===== src/rtl/logicnet_input_packer_if.sv =====
// Stream bundle for the layer-0 input packer: feature stream in, packed vector out.
interface logicnet_input_packer_if #(
    parameter int FEAT_BITS = 2,
    parameter int NUM_FEAT  = 32
);
    localparam int OUT_W = FEAT_BITS * NUM_FEAT;

    logic                 s_valid;
    logic                 s_ready;
    logic [FEAT_BITS-1:0] s_data;
    logic                 s_last;
    logic                 m_valid;
    logic                 m_ready;
    logic [OUT_W-1:0]     m_data;

    // Packer side.
    modport slave (
        input  s_valid, s_data, s_last, m_ready,
        output s_ready, m_valid, m_data
    );

    // Feature source / vector sink side.
    modport master (
        output s_valid, s_data, s_last, m_ready,
        input  s_ready, m_valid, m_data
    );
endinterface


===== src/rtl/logicnet_input_packer.sv =====
// Assembles NUM_FEAT quantized features into one flat vector for layer 0,
// double-buffered (assembly + output register), with short/long frame recovery.
module logicnet_input_packer #(
    parameter int FEAT_BITS = 2,
    parameter int NUM_FEAT  = 32
) (
    input  logic                     clk,
    input  logic                     rst_n,
    logicnet_input_packer_if.slave   bus,
    output logic                     err_len
);
    localparam int OUT_W = FEAT_BITS * NUM_FEAT;
    localparam int IDX_W = (NUM_FEAT > 1) ? $clog2(NUM_FEAT) : 1;
    localparam logic [IDX_W-1:0] LAST_IDX = IDX_W'(NUM_FEAT - 1);

    typedef enum logic [1:0] {FILL, WAIT, DISCARD} state_t;

    state_t           state, state_n;
    logic [IDX_W-1:0] idx, idx_n;
    logic             long_q, long_n;
    logic             err_n;
    logic             rdy_q;
    logic             load, load_asm;
    logic [OUT_W-1:0] asm_q, asm_full;
    logic             mv_q;
    logic [OUT_W-1:0] md_q;
    logic             accept, slot_free;

    assign accept    = bus.s_valid && rdy_q;
    assign slot_free = !mv_q || bus.m_ready;

    assign bus.s_ready = rdy_q;
    assign bus.m_valid = mv_q;
    assign bus.m_data  = md_q;

    // Assembly contents with the current beat merged in, so a completing beat
    // can go straight to the output register on the same edge.
    always_comb begin
        asm_full = asm_q;
        asm_full[int'(idx) * FEAT_BITS +: FEAT_BITS] = bus.s_data;
    end

    // Next-state, index and transfer decisions.
    always_comb begin
        state_n  = state;
        idx_n    = idx;
        long_n   = long_q;
        err_n    = 1'b0;
        load     = 1'b0;
        load_asm = 1'b0;
        case (state)
            FILL: begin
                if (accept) begin
                    idx_n = '0;
                    if (idx == LAST_IDX) begin
                        // Vector complete; a missing s_last means extra beats follow.
                        err_n = !bus.s_last;
                        if (slot_free) begin
                            load    = 1'b1;
                            state_n = bus.s_last ? FILL : DISCARD;
                        end else begin
                            state_n = WAIT;
                            long_n  = !bus.s_last;
                        end
                    end else if (bus.s_last) begin
                        // Short frame: drop the partial vector.
                        err_n = 1'b1;
                    end else begin
                        idx_n = idx + 1'b1;
                    end
                end
            end
            WAIT: begin
                if (slot_free) begin
                    load     = 1'b1;
                    load_asm = 1'b1;
                    state_n  = long_q ? DISCARD : FILL;
                    long_n   = 1'b0;
                end
            end
            DISCARD: begin
                if (accept && bus.s_last)
                    state_n = FILL;
            end
            default: state_n = FILL;
        endcase
    end

    // Control state; s_ready is registered from the next state so it never
    // depends combinationally on m_ready.
    always_ff @(posedge clk or negedge rst_n) begin
        if (!rst_n) begin
            state   <= FILL;
            idx     <= '0;
            long_q  <= 1'b0;
            rdy_q   <= 1'b0;
            err_len <= 1'b0;
        end else begin
            state   <= state_n;
            idx     <= idx_n;
            long_q  <= long_n;
            rdy_q   <= (state_n != WAIT);
            err_len <= err_n;
        end
    end

    // Assembly register: written by every accepted FILL beat, never cleared.
    always_ff @(posedge clk or negedge rst_n) begin
        if (!rst_n)
            asm_q <= '0;
        else if (state == FILL && accept)
            asm_q <= asm_full;
    end

    // Output register: loads only on transfer, otherwise holds until consumed.
    always_ff @(posedge clk or negedge rst_n) begin
        if (!rst_n) begin
            mv_q <= 1'b0;
            md_q <= '0;
        end else if (load) begin
            mv_q <= 1'b1;
            md_q <= load_asm ? asm_q : asm_full;
        end else if (bus.m_ready) begin
            mv_q <= 1'b0;
        end
    end
endmodule


===== src/flat_wrapper.sv =====
// flat-port wrapper written by rule: the top's interface ports become plain ports
module logicnet_input_packer_flat 
#(
    parameter int FEAT_BITS = 2,
    parameter int NUM_FEAT  = 32
)
  (clk, rst_n, err_len, bus_s_valid, bus_s_data, bus_s_last, bus_m_ready, bus_s_ready, bus_m_valid, bus_m_data);
  logicnet_input_packer_if #(.FEAT_BITS(FEAT_BITS), .NUM_FEAT(NUM_FEAT)) bus_i ();
  input  logic clk;
  input  logic rst_n;
  output logic err_len;
  input wire logic [$bits(bus_i.s_valid)-1:0] bus_s_valid;
  input wire logic [$bits(bus_i.s_data)-1:0] bus_s_data;
  input wire logic [$bits(bus_i.s_last)-1:0] bus_s_last;
  input wire logic [$bits(bus_i.m_ready)-1:0] bus_m_ready;
  output wire logic [$bits(bus_i.s_ready)-1:0] bus_s_ready;
  output wire logic [$bits(bus_i.m_valid)-1:0] bus_m_valid;
  output wire logic [$bits(bus_i.m_data)-1:0] bus_m_data;
  assign bus_i.s_valid = bus_s_valid;
  assign bus_i.s_data = bus_s_data;
  assign bus_i.s_last = bus_s_last;
  assign bus_i.m_ready = bus_m_ready;
  assign bus_s_ready = bus_i.s_ready;
  assign bus_m_valid = bus_i.m_valid;
  assign bus_m_data = bus_i.m_data;
  logicnet_input_packer #(.FEAT_BITS(FEAT_BITS), .NUM_FEAT(NUM_FEAT)) u_core (.clk(clk), .rst_n(rst_n), .bus(bus_i), .err_len(err_len));
endmodule

===== config.mk =====
export PLATFORM = sky130hd
export DESIGN_NAME = logicnet_input_packer_flat
export DESIGN_NICKNAME = d
export VERILOG_FILES = /design/src/rtl/logicnet_input_packer_if.sv /design/src/rtl/logicnet_input_packer.sv /design/src/flat_wrapper.sv
export SDC_FILE = /design/constraint.sdc
export NUM_CORES = 1
export LEC_CHECK = 0
export CAP_MARGIN = 10
export CORE_ASPECT_RATIO = 1.75
export CORE_MARGIN = 10
export CORE_UTILIZATION = 50
export CTS_CLUSTER_SIZE = 12
export DETAILED_ROUTE_END_ITERATION = 16
export GPL_TIMING_DRIVEN = 0
export PLACE_DENSITY = 0.86
export SYNTH_ARGS = -nofsm -noshare
export SYNTH_HDL_FRONTEND = slang
export SYNTH_SLANG_ARGS = --single-unit

===== constraint.sdc =====
create_clock -name clk -period 2.8 [get_ports clk]
set_clock_uncertainty 0.1 [all_clocks]
set_input_delay 0.42 -clock clk [delete_from_list [all_inputs] [get_ports clk]]
set_output_delay 0.42 -clock clk [all_outputs]
set_load 0.1 [all_outputs]

== Word level (Yosys, flattened, before mapping) ==
Index checks and enable logic that the tools add are counted.

* Flip-flop bits (word level): 139
* Input port bits: 7
* Output and inout port bits: 67
* Word-level logic and storage cells: 59

* Add/subtract/negate cells: 2
* Equality and inequality tests: 8
* Shift operators: 2
* Multiplexer cells: 28
* Reductions and logical operators: 11

{| class="wikitable"
|+ Operators with widths
! kind !! count
|-
| $bwmux W64 || 1
|-
| $mux W64 || 1
|-
| $shift A2 B33 Y64 const A || 1
|-
| $shiftx A2 B33 Y64 || 1
|-
| $neg A6 Y33 || 1
|-
| $mux W1 || 14
|-
| $mux W2 || 7
|-
| $mux W5 || 2
|-
| $ne A2 B1 Y1 const B || 4
|-
| $pmux W2 S3 || 1
|-
| $add A5 B1 Y5 const B || 1
|-
| $eq A5 B5 Y1 const B || 1
|-
| $reduce_and A5 Y1 || 1
|-
| $pmux W1 S2 || 2
|-
| $reduce_bool A2 Y1 || 2
|-
| $logic_and A1 B1 Y1 || 3
|-
| $eq A2 B1 Y1 const B || 1
|-
| $eq A2 B2 Y1 const B || 1
|-
| $logic_not A1 Y1 || 2
|-
| $logic_not A2 Y1 || 1
|-
| $ne A2 B2 Y1 const B || 1
|-
| $reduce_and A2 Y1 || 1
|-
| $logic_or A1 B1 Y1 || 1
|}

== Logic depth before layout (Yosys ltp) ==
Gate-level depths: netlist (run 1).

* Word-level depth: 7
* Depth in mapped cells: 11
* Gate-level depth less buffers: 9

== Worst setup path before layout (run 1) ==
No wires, ideal clock.

* Kind: register to register
* From: reg u_core.idx[0]
* To: reg u_core.asm_q[54]
* Library setup time: 0.125 ns
* Arrival time: 2.845 ns
* Required time: 2.575 ns
* Setup slack: -0.270 ns
* Stages on the path, launching flop included: 12
* Path buffers: 2
* Period minus slack after synthesis: 3.070 ns
* Cells stage by stage: dfrtp_1 buf_2 inv_1 ha_1 nor3b_1 ha_1 or3b_1 mux2i_2 and2_1 buf_2 nand2_1 mux2_2

* Longest elaborated chain between the ends: 3

{| class="wikitable"
|+ RTL lines
! element !! RTL line !! RTL
|-
| start: declaration || logicnet_input_packer.sv:19 || <nowiki>logic [IDX_W-1:0] idx, idx_n;</nowiki>
|-
| start signal: assignment || logicnet_input_packer.sv:100 || <nowiki>idx <= idx_n;</nowiki>
|-
| $neg A6 Y33 * || logicnet_input_packer.sv:40 || <nowiki>asm_full[int'(idx) * FEAT_BITS +: FEAT_BITS] = bus.s_data;</nowiki>
|-
| $shiftx A2 B33 Y64 / $shift A2 B33 Y64 (equally long branches) || logicnet_input_packer.sv:40 ||
|-
| $bwmux W64 * || logicnet_input_packer.sv:40 ||
|-
| end signal: assignment || logicnet_input_packer.sv:112 || <nowiki>asm_q <= asm_full;</nowiki>
|-
| end: declaration || logicnet_input_packer.sv:24 || <nowiki>logic [OUT_W-1:0] asm_q, asm_full;</nowiki>
|}

Mark *: on every way between the ends. The rest lies on a longest branch, timed or not.
A chain may end at the register's enable or synchronous reset.

== Final worst setup path (run 1) ==
* From: reg u_core.idx[1]
* To: reg u_core.md_q[47], in the netlist u_core.bus.m_data[47]

* Longest elaborated chain between the ends: 4

{| class="wikitable"
|+ RTL lines
! element !! RTL line !! RTL
|-
| $neg A6 Y33 / $eq A5 B5 Y1 (equally long branches) || logicnet_input_packer.sv:40, logicnet_input_packer.sv:55 ||
|-
| $shiftx A2 B33 Y64 (tied with other cells) || logicnet_input_packer.sv:40 ||
|-
| $bwmux W64 / $mux W1 (equally long branches) || logicnet_input_packer.sv:40, logicnet_input_packer.sv:53 ||
|-
| $mux W64 / $pmux W1 S2 (equally long branches) || logicnet_input_packer.sv:122, logicnet_input_packer.sv:51 ||
|-
| end signal: assignment || logicnet_input_packer.sv:122 || <nowiki>md_q <= load_asm ? asm_q : asm_full;</nowiki>
|-
| end: declaration || logicnet_input_packer.sv:26 || <nowiki>logic [OUT_W-1:0] md_q;</nowiki>
|}

Parallel ways exist; a longest one is shown, timed or not.

==> impl_metrics.toml, run 1 <==
[setup_path]
reg2reg_depth = 9
r2r_start = "u_core.idx[1]"
crit_top_cell = "ha_4"
cp_max_fo = 10
reg2reg_to = "u_core.bus.m_data[47]"
arrival_ns = 2.98
crit_required_ns = 3.00
crit_slowest_cell = "dfrtp_2"
critPathCaptureType = "register"
crit_path_start_kind = "register"
r2r_slack_ns = 0.02
slowest_delay_ns = 0.45
path_class = "reg -> reg"
crit_chain = "inv_1, ha_4, nor3b_4, ha_4, a21o_1, nor3_2, buf_2, a31oi_1, a221o_1"

[logic_synthesis]
synthCells = 619
ys_seq_elements = 139
ys_warn_count = 0
ys_types = 51
synth_area_mm2 = 0.006631
ys.flop_type = "dfrtp_1"
ys_seq_area_share_pct = 52.45
synth_fp_nets = 630
syn_area_per_cell_um2 = 10.71
synth_edf_count = 0
async_reset_ff_share_pct = 100.0

[min_path]
worstHoldStart = "u_core.bus.m_data[62]"
hold_depth = 2
hold_path_end = "u_core.bus.m_data[62]"
hold_class = "reg -> reg"

[clock_network]
cts_buffers = 17
cts.path.max_buffers = 2
clock_sinks = 139
clockRootBuffer = "clkbuf_16"
insertion_delay_ns = 0.42
clk_pin_slew_ns = 0.07
htree_levels = 4
cts_tree = "built"

[place]
io_buffers = 73
place_inst = 864
dpl.hpwl_mm = 14.19
placed_area_mm2 = 0.007641
gp_congestion = 0.9313

[status]
status = "completed"

[floorplan]
fp-row-count = 55
die_h_um = 172.3
die_w_um = 107.1
io_pins = 74
core_mm2 = 0.01294
start_util_pct = 51.26
die_area_mm2 = 0.01845

[grt]
grt_pass1_wl_mm = 32.11
grt_pass1_vias = 6056
antenna_found_initial = 0
grt_max_degree = 73
overflow = 0
grtUsageTotal_pct = 22.22

[power]
ir_drop_uv = 581.0
finalPower_w = 0.005559
power.leakage_nw = 3.883
powerDensity_mw_per_mm2 = 646.4

[drt]
num_vias = 5826
drc = 0
wl_mm = 20.65
routedWlPerCell_um = 22.71
dr.pass1.iters = 7
drt_iter0_drc = 595
vias_per_cell = 6.409
ant_nets = 0

[cells_and_area]
fin_area_mm2 = 0.008600
final_common_cell = "dfrtp_1"
antenna_cells = 0
final_cell_mix = "dfrtp_1 (137), nand2_1 (83), clkdlybuf4s50_1 (72)"
area_growth_pct = 29.68
fin_nets = 736
layout.cells.non_filler = 909
drive_above_1_share_pct = 23.85

[sta]
post-route-period-util_pct = 99.42
period_minus_slack_ns = 2.784
final_max_slew_viol_count = 0
maxSlewHeadroom_pct = 31.41
finalSetupTns_ns = 0
setup_viol = 0
rsz0062_at_grt = "yes"
timing.fmax_mhz = 359.2
tightest_slew_ns = 1.026
hold_viol_final = 0

[job]
drv_cap = 0
[logic make-up (layout without fill, tap and decap cells)]
logic type / count (synthesis) / after routing / share of synthesized area, %
flip-flops: 139 / 139 / 52.45
buffers and inverters: 49 / 168 / 3.453
multiplexers: 68 / 68 / 11.49
adder cells (fa/ha/maj): 4 / 4 / 0.7547
AND/OR/NAND/NOR: 256 / 256 / 19.13
AO/OA/AOI/OAI: 100 / 100 / 12.04
XOR/XNOR: 3 / 3 / 0.6793
[synth_stat cells (9+ instances only)]
cell	number	area [um^2]
nand4_1	16	100.1
clkbuf_1	28	105.1
a31oi_1	14	87.58
nor2_1	49	183.9
a221o_1	30	300.3
o21ai_0	11	55.05
buf_2	9	45.04
nand2_1	86	322.8
mux2_2	62	698.2
a32oi_1	22	192.7
nand3_1	52	260.3
dfrtp_1	139	3478
[how the worst max path moves through the flow]
stage / start / to / slack (ns) / depth (start not counted)
2_1_floorplan: u_core.idx[0] / u_core.asm_q[54] / 0.03 / 11
6_report: u_core.idx[1] / u_core.bus.m_data[47] / 0.02 / 9
5_1_grt: u_core.idx[0] / u_core.bus.m_data[52] / -0.06 / 12
3_5_place_dp: u_core.idx[0] / u_core.asm_q[23] / -0.58 / 10
4_1_cts: u_core.idx[0] / u_core.asm_q[55] / 0.004 / 11
3_3_place_gp: rst_n / u_core.idx[0] / -4.28 / 1
[report_power, final]
| group | internal, W | total [W] | leakage (nW) | switching [W] |
|---|---|---|---|---|
| Clock | 0.00166 | 0.00258 | 0.332 | 0.000925 |
| Sequential | 0.00211 | 0.00218 | 1.92 | 0.0000695 |
| Combinational | 0.000284 | 0.000796 | 1.63 | 0.000512 |
[registers in the layout, indices dropped and copies added (netlist names)]
register / flops
u_core.state: 2
u_core.err_len: 1
u_core.bus.m_valid: 1
u_core.long_q: 1
u_core.bus.m_data: 64
u_core.bus.s_ready: 1
u_core.asm_q: 64
u_core.idx: 5
[layout make-up]
| type | count | area, um^2 |
|---|---|---|
| Sequential cell | 139 | 3481 |
| Buffer | 44 | 246.5 |
| Fill cell | 961 | 4338 |
| Tap cell | 171 | 214.0 |
| Clock inverter | 13 | 222.7 |
| Clock buffer | 19 | 452.9 |
| Multi-Input combinational cell | 431 | 3089 |
| Timing Repair Buffer | 88 | 875.8 |
| Inverter | 4 | 17.52 |
[critical path, delay by kind of cell (launching register included)]
family | cells | cell delay, ns
flip-flops | 1 | 0.45
AND/OR/NAND/NOR | 2 | 0.51
AO/OA/AOI/OAI | 3 | 0.82
adder cells (fa/ha/maj) | 2 | 0.38
buffers and inverters | 2 | 0.41
[repair_timing]
action	CTS	global route
hold buffers	1	0
endpoints found under the setup margin	124	107
gates cloned	0	0
gates resized for setup	32	27
buffers inserted	4	9
hold endpoints to repair	67	0
pin swaps	1	2
[layer usage]
metal / global-route usage (%) / vias to the layer above / part of all wire (%)
met3: 6.150 / 93 / 7.3
met5: 0 / - / 0
met1: 23.08 / 2918 / 35
met2: 38.27 / 325 / 53
met4: 14.37 / 0 / 5.3
li1: - / 2490 / -
[through the flow]
step | hold WS [ns] | util, % | worst slack (ns)
6_report | 0.3923 | 66.47 | 0.01622
5_1_grt | 0.4038 | 66.47 | -0.06278
4_1_cts | 0.3921 | 65.56 | 0.003913
3_5_place_dp | 0.3591 | 59.06 | -0.5792
3_3_place_gp | 0.3645 | 58.84 | -4.285
2_1_floorplan | 0.02441 | - | 0.03401
No activity file was read; power rests on OpenSTA's default activity.
==> run 2, diff against run 1 <==
==> constraint.sdc (replaced) <==
create_clock -name clk -period 2.4 [get_ports clk]
set_clock_uncertainty 0.1 [all_clocks]
set_input_delay 0.36 -clock clk [delete_from_list [all_inputs] [get_ports clk]]
set_output_delay 0.36 -clock clk [all_outputs]
set_load 0.1 [all_outputs]
==> run 2 against run 1 <==
Die area did not move. First-iteration DRC count rose by 60%. Critical path type unchanged. Clock power rose by 6%. Non-clock buffer count rose by 80. Sequential share of layout area fell by 6.9 points. Register-to-register slack got worse by 0.57 ns. The flow now finishes with violations (negative setup slack). Design area rose by 20%. Largest cell class is now multi-input gates. Clock-buffer cell count fell by 2. Sequential power rose by 18%. Routed wire length rose by 57%.
==> impl_metrics.toml, run 2 (same netlist as run 1, synthesis figures left out) <==
[cells_and_area]
antenna_cells = 0
final_cell_mix = "dfrtp_1 (135), buf_4 (61), nand2_1 (53)"
post-route-util_pct = 80.08
final_common_cell = "dfrtp_1"
fin_nets = 817
area_growth_pct = 56.23
drive_above_1_share_pct = 44.50

[setup_path]
arrival_ns = 3.16
crit_start = "u_core.idx[0]"
crit_required_ns = 2.60
cp_max_fo = 10
crit_end = "u_core.bus.m_data[23]"
reg2reg_depth = 14
r2r_slack_ns = -0.55
r2r_start = "u_core.idx[0]"
crit_path_start_kind = "register"
reg2reg_to = "u_core.bus.m_data[23]"
critPathCaptureType = "register"
path_class = "reg -> reg"

[sta]
finalSetupTns_ns = -42.72
hold_viol_final = 0
period_minus_slack_ns = 2.955
fin_ws_ns = -0.5549
post-route-period-util_pct = 123.1
timing.fmax_mhz = 338.4
setup_viol = 132
final_max_slew_viol_count = 0
tightest_slew_ns = 1.005
rsz0062_at_grt = "yes"
maxSlewHeadroom_pct = 32.87

[status]
status = "complete, but fails checks"
violations = "negative setup slack"

[floorplan]
core_mm2 = 0.01294
start_util_pct = 51.26
die_w_um = 107.1
die_area_mm2 = 0.01845
io_pins = 74
die_h_um = 172.3
fp-row-count = 55

[grt]
antenna_found_initial = 0
grtUsageTotal_pct = 29.15
gr-usage-met1_pct = 29.98
grt_max_degree = 75
overflow = 0
grtUsageMet3_pct = 8.722
grt_pass1_wl_mm = 40.74
busiest_layer = "met2"
grt_pass1_vias = 6937
grtUsageMet2_pct = 49.09

[min_path]
hold_class = "in -> async"

[power]
power.leakage_nw = 5.631
ir_drop_uv = 602.4
powerDensity_mw_per_mm2 = 681.8
finalPower_w = 0.007064

[clock_network]
insertion_delay_ns = 0.44
clockRootBuffer = "clkbuf_16"
cts_tree = "built"
cts.path.max_buffers = 2
htree_levels = 4
clk_pin_slew_ns = 0.07
cts_buffers = 17
clock_sinks = 139

[drt]
drt_iter0_drc = 950
drc = 0
vias_per_cell = 7.273
ant_nets = 0
num_vias = 7193
dr.pass1.iters = 6
routedWlPerCell_um = 32.69
wl_mm = 32.33

[place]
place_ws_ns = -0.8307
dpl.hpwl_mm = 14.41
gp_congestion = 0.9509
io_buffers = 73

[job]
drv_cap = 0
-- run 2: final cells by class --
class / count / area (um^2)
Buffer: 38 / 399.1
Clock buffer: 17 / 425.4
Clock inverter: 14 / 158.9
Fill cell: 675 / 2577
Inverter: 4 / 17.52
Multi-Input combinational cell: 432 / 3826
Sequential cell: 139 / 3483
Tap cell: 171 / 214.0
Timing Repair Buffer: 174 / 1836
-- run 2: critical path, cell delays in order, from the launching register on --
cell and delay [ns]:
dfrtp_2 0.43, buf_6 0.13, inv_4 0.03, ha_4 0.16, buf_4 0.13, buf_6 0.11
buf_6 0.13, buf_6 0.12, nor4b_4 0.14, buf_4 0.17, a21oi_1 0.43, buf_4 0.30
nand4_1 0.21, nand3_2 0.12, o211ai_1 0.11
-- run 2: layer usage --
| layer | vias to the layer above | wire length (um) |
|---|---|---|
| met1 | 3485 | 10030 |
| met2 | 761 | 15510 |
| met3 | 287 | 3494 |
| met5 | - | 0 |
| met4 | 0 | 3300 |
| li1 | 2660 | - |
-- run 2: repair_timing --
| action | CTS | global route |
|---|---|---|
| buffers inserted | 50 | 44 |
| hold buffers | 1 | 0 |
| gates resized for setup | 193 | 154 |
| pin swaps | 40 | 40 |
| hold endpoints to repair | 65 | 0 |
| setup endpoints to repair | 146 | 169 |
| cloned | 6 | 2 |
-- run 2: through the flow --
| step | area, um^2 | hold slack (ns) | std cells |
|---|---|---|---|
| 2_1_floorplan | 6773 | -0.03559 | 619 |
| 3_3_place_gp | 7717 | 0.3696 | 863 |
| 3_5_place_dp | 7746 | 0.2888 | 864 |
| 4_1_cts | 9418 | 0.3910 | 948 |
| 5_1_grt | 10360 | 0.4197 | 989 |
| 6_report | 10360 | 0.3691 | 989 |
-- run 2: power breakdown --
group,internal (W),switching (W),total [W]
logic,0.000756,0.00100,0.00176
clock network,0.00155,0.00119,0.00273
registers,0.00247,0.000107,0.00257
-- run 2: worst min-delay path by stage --
stage,from,end,depth (start not counted)
2_1_floorplan,rst_n,u_core.asm_q[0],0
6_report,rst_n,u_core.idx[0],2
4_1_cts,u_core.bus.m_data[63],u_core.bus.m_data[63],2
3_5_place_dp,rst_n,u_core.bus.m_data[1],1
3_3_place_gp,u_core.asm_q[23],u_core.asm_q[23],2
5_1_grt,u_core.bus.m_data[12],u_core.bus.m_data[12],2
